`config.mk`:
```
export PLATFORM = sky130hd
export DESIGN_NAME = bs_sub16
export DESIGN_NICKNAME = d
export VERILOG_FILES = /design/src/rtl/bs_sub16.sv
export SDC_FILE = /design/constraint.sdc
export NUM_CORES = 1
export LEC_CHECK = 0
export CORE_MARGIN = 1.5
export CORE_UTILIZATION = 56
export DETAILED_ROUTE_END_ITERATION = 6
export PLACE_DENSITY = 0.85
export SYNTH_ARGS = -nofsm -noshare
export SYNTH_HDL_FRONTEND = slang
export SYNTH_SLANG_ARGS = --single-unit
```
`constraint.sdc`:
```
create_clock -name clk -period 3.8 [get_ports clk]
set_input_delay 0.76 -clock clk [delete_from_list [all_inputs] [get_ports clk]]
set_output_delay 0.76 -clock clk [all_outputs]
set_load 0.03 [all_outputs]
```
`src/rtl/bs_sub16.sv`:
```
// bs_sub16: bit-serial N-bit subtractor (a - b - bin), LSB first, single borrow flop.
// A start/done handshake frames each operation. Results are registered and held
// between completions.
//
// state | meaning
// IDLE  | waiting for start; outputs hold the last result
// RUN   | one difference bit per cycle, N cycles in total
// DONE  | one-cycle done pulse; start here chains straight into RUN
module bs_sub16 #(
    parameter int N = 16
) (
    input  logic         clk,
    input  logic         rst,
    input  logic         start,
    input  logic [N-1:0] a,
    input  logic [N-1:0] b,
    input  logic         bin,
    output logic         busy,
    output logic         done,
    output logic [N-1:0] d,
    output logic         bout,
    output logic         ovf
);

    localparam int CW = $clog2(N);

    typedef enum logic [1:0] {
        IDLE = 2'd0,
        RUN  = 2'd1,
        DONE = 2'd2
    } state_t;

    state_t         state, state_nx;
    logic [N-1:0]   sa, sb, sr;
    logic           borrow;
    logic           amsb, bmsb;
    logic [CW-1:0]  cnt;
    logic           x, borrow_nx, last, accept;

    // Per-bit difference and borrow for the bit currently at the LSB.
    assign x         = sa[0] ^ sb[0] ^ borrow;
    assign borrow_nx = (~sa[0] & sb[0]) | (~(sa[0] ^ sb[0]) & borrow);
    assign last      = (cnt == CW'(N - 1));

    // State register.
    always_ff @(posedge clk or posedge rst) begin
        if (rst) begin
            state <= IDLE;
        end else begin
            state <= state_nx;
        end
    end

    // Next-state decode; accept marks the edge that samples the operands.
    always_comb begin
        state_nx = state;
        accept   = 1'b0;
        case (state)
            IDLE: begin
                if (start) begin
                    state_nx = RUN;
                    accept   = 1'b1;
                end
            end
            RUN: begin
                if (last) begin
                    state_nx = DONE;
                end
            end
            DONE: begin
                if (start) begin
                    state_nx = RUN;
                    accept   = 1'b1;
                end else begin
                    state_nx = IDLE;
                end
            end
            default: state_nx = IDLE;
        endcase
    end

    // Operand load, serial shift and result capture on the completion edge.
    always_ff @(posedge clk or posedge rst) begin
        if (rst) begin
            sa     <= '0;
            sb     <= '0;
            sr     <= '0;
            borrow <= 1'b0;
            amsb   <= 1'b0;
            bmsb   <= 1'b0;
            cnt    <= '0;
            d      <= '0;
            bout   <= 1'b0;
            ovf    <= 1'b0;
        end else if (accept) begin
            sa     <= a;
            sb     <= b;
            borrow <= bin;
            amsb   <= a[N-1];
            bmsb   <= b[N-1];
            cnt    <= '0;
        end else if (state == RUN) begin
            sa     <= {1'b0, sa[N-1:1]};
            sb     <= {1'b0, sb[N-1:1]};
            sr     <= {x, sr[N-1:1]};
            borrow <= borrow_nx;
            cnt    <= cnt + 1'b1;
            if (last) begin
                // x is the final MSB of the difference, so it stands in for d[N-1].
                d    <= {x, sr[N-1:1]};
                bout <= borrow_nx;
                ovf  <= (amsb ^ bmsb) & (amsb ^ x);
            end
        end
    end

    assign busy = (state == RUN);
    assign done = (state == DONE);

endmodule
```
==> impl_metrics.env <==
export IMPL_drive_above_1_share_pct=11.24
export IMPL_grt_pass1_vias=2313
export IMPL_place_gp_congestion=0.7275
export IMPL_cts_setup_buffers=0
export IMPL_die_h_um=77.09
export IMPL_io_pins=56
export IMPL_synth_edf_count=0
export IMPL_post_drt_wl_per_cell_um=14.56
export IMPL_path_class="flip-flop to output port"
export IMPL_fin_crit_sh_pct=70.51
export IMPL_die_x_um=77.09
export IMPL_cts_root_buf="clkbuf_8"
export IMPL_cts_hold_buf=0
export IMPL_end_kind="output port"
export IMPL_dieArea_mm2=0.005943
export IMPL_diodes=0
export IMPL_cts_inserted_buffers=9
export IMPL_required_ns=3.04
export IMPL_path_max_fanout=49
export IMPL_port_buffers=55
export IMPL_cts_tree="built"
export IMPL_insertion_delay_ns=0.33
export IMPL_grt_max_degree=53
export IMPL_hold_class="flip-flop to flip-flop"
export IMPL_ant_nets=0
export IMPL_fin_worst_skew_ns=0.006631
export IMPL_synthesis_nets=323
export IMPL_critPathArrivalTime_ns=1.92
export IMPL_start_kind="flip-flop"
export IMPL_p_per_area_mw_per_mm2=823.9
export IMPL_clock_sinks=74
export IMPL_power_mw=3.133
export IMPL_ctsResizeCount=0
export IMPL_drt_initial_drc_count=103
export IMPL_num_vias=2290
export IMPL_max_slew_margin_rel_pct=57.42
export IMPL_synth_cell_area_mm2=0.003074
export IMPL_nets=374
export IMPL_fin_setup_tns_ns=0
export IMPL_vias_per_cell=5.613
export IMPL_antenna_found_initial=0
export IMPL_fmaxAchievable_mhz=373.2
export IMPL_grt_ovfl_total=0
export IMPL_clk_pin_slew_ns=0.07
export IMPL_syn2layout_area_growth_pct=23.69
export IMPL_ir_worst_vdd_mv=0.4010
export IMPL_wl_mm=5.942
export IMPL_synth_distinct_cells=30
export IMPL_drt_pass1_iter_count=5
export IMPL_p_leak_nw=1.752
export IMPL_cts_buffer_depth=2
export IMPL_dpl_hpwl_mm=3.867
export IMPL_fin_crit_ns=2.680
export IMPL_async_flop_share_pct=100.0
export IMPL_status="complete, no violations"
export IMPL_rsz0062_at_grt="false"
export IMPL_synth_ff_type="dfrtp_1"
export IMPL_coreArea_mm2=0.005205
export IMPL_synth_warning_count=0
export IMPL_initial_core_util_pct=59.06
export IMPL_drv_slew=0
export IMPL_drv_cap=0
export IMPL_setup_viol_count_final=0
export IMPL_cts_htree_levels=3
export IMPL_max_slew_worst_pin_slew_ns=0.6358
export IMPL_ys_ff_latch=74
export IMPL_synth_area_per_cell_um2=10.79
export IMPL_yosysSeqAreaShare_pct=60.24
export IMPL_grt_pass1_wl_mm=10.49
export IMPL_drc=0
export IMPL_finalHoldViolations=0
export IMPL_num_rows=26
export IMPL_gr_usage_all_layers_pct=22.46
export IMPL_synthCells=285
-- power by group --
group	total (mW)	internal, mW	switching, mW
registers	1.36	1.14	0.215
clock network	0.521	0.263	0.258
logic	1.25	0.556	0.698
total	3.13	1.96	1.17
-- cell type report --
type | count | area (um2)
inverter | 5 | 21.27
sequential | 74 | 1852
clock buffer | 13 | 158.9
timing repair buffer | 60 | 588.1
tap | 70 | 87.58
multi-input combinational | 186 | 1095
fill | 384 | 1403
-- path summary, 6_finish.rpt --
kind / startpoint / slack (ns) / depth (start not counted) / endpoint
max: state[1] / 1.12 / 3 / busy
min: cnt[3] / 0.49 / 1 / cnt[3]
max reg2reg: state[1] / 1.39 / 5 / d[3]
min reg2reg: cnt[3] / 0.49 / 1 / cnt[3]
max in group asynchronous: rst / 2.30 / 3 / d[11]
min in group asynchronous: rst / 0.76 / 2 / sa[10]
-- placed cells by master, fill, tap and decap left out --
cell	netlist	final
a21oi_1	1	1
a221oi_1	1	1
a22o_1	3	3
a22oi_1	16	16
a31oi_1	2	2
and3_1	1	1
and4_4	1	1
buf_4	0	5
clkbuf_1	10	2
clkbuf_8	0	11
clkdlybuf4s50_1	0	55
dfrtp_1	74	74
fa_1	1	1
ha_1	1	1
inv_1	4	3
inv_2	0	1
inv_4	1	1
mux2_2	9	9
mux2_4	8	8
mux2i_1	2	2
nand2_1	70	70
nand2b_1	3	3
nand2b_4	1	1
nand3_1	16	16
nand3b_1	1	1
nand4_1	1	1
nor2_1	16	16
nor2b_1	2	1
nor2b_2	0	1
nor3_1	13	13
o21ai_0	4	4
o22ai_1	13	13
-- critical path: stages, from the launching register on --
cell and delay (ns):
dfrtp_1 0.38, nand2b_4 0.40, inv_4 0.14, clkdlybuf4s50_1 0.67
-- per-stage QoR --
step	utilization, %	cell area [um2]	setup WS, ns	hold WS [ns]	cells
final	73.05	3802	1.120	0.4916	408
after global routing	73.05	3802	1.039	0.5064	408
after CTS	73.05	3802	1.094	0.4916	408
after detailed placement	70.00	3643	1.370	0.4809	395
after global placement	70.00	3643	1.424	0.4567	395
after floorplan	-	3074	1.158	0.4402	285
-- synthesized netlist by cell type, types with 2 or more instances --
library cell,count,area (um2)
o22ai_1,13,81.33
nor3_1,13,65.06
mux2_2,9,101.4
nor2b_1,2,12.51
mux2i_1,2,20.02
buf_2,8,40.04
a31oi_1,2,12.51
inv_1,4,15.01
nand2_1,70,262.8
mux2_4,8,120.1
clkbuf_1,10,37.54
dfrtp_1,74,1852
nor2_1,16,60.06
a22oi_1,16,120.1
o21ai_0,4,20.02
a22o_1,3,26.28
nand2b_1,3,18.77
nand3_1,16,80.08
-- sequential cells by signal, indices dropped and copies added (netlist names), 2 cells and up --
| signal | count |
|---|---|
| cnt | 4 |
| d | 16 |
| sa | 16 |
| sb | 16 |
| sr | 15 |
| state | 2 |
-- logic make-up after synthesis --
kind of cell	synth area share, %
adder cells (fa/ha/maj)	1.058
AO/OA/AOI/OAI	8.914
multiplexers	7.855
AND/OR/NAND/NOR	17.70
flip-flops	60.24
buffers and inverters	4.233
-- metal layers --
metal / global-route usage (%) / vias up / routed length, um
li1: - / 1075 / -
met1: 29.20 / 1141 / 2533
met2: 36.55 / 64 / 3064
met3: 4.286 / 10 / 239
met4: 10.55 / 0 / 104
met5: 0 / - / 0
(Power assumes the default switching activity.)
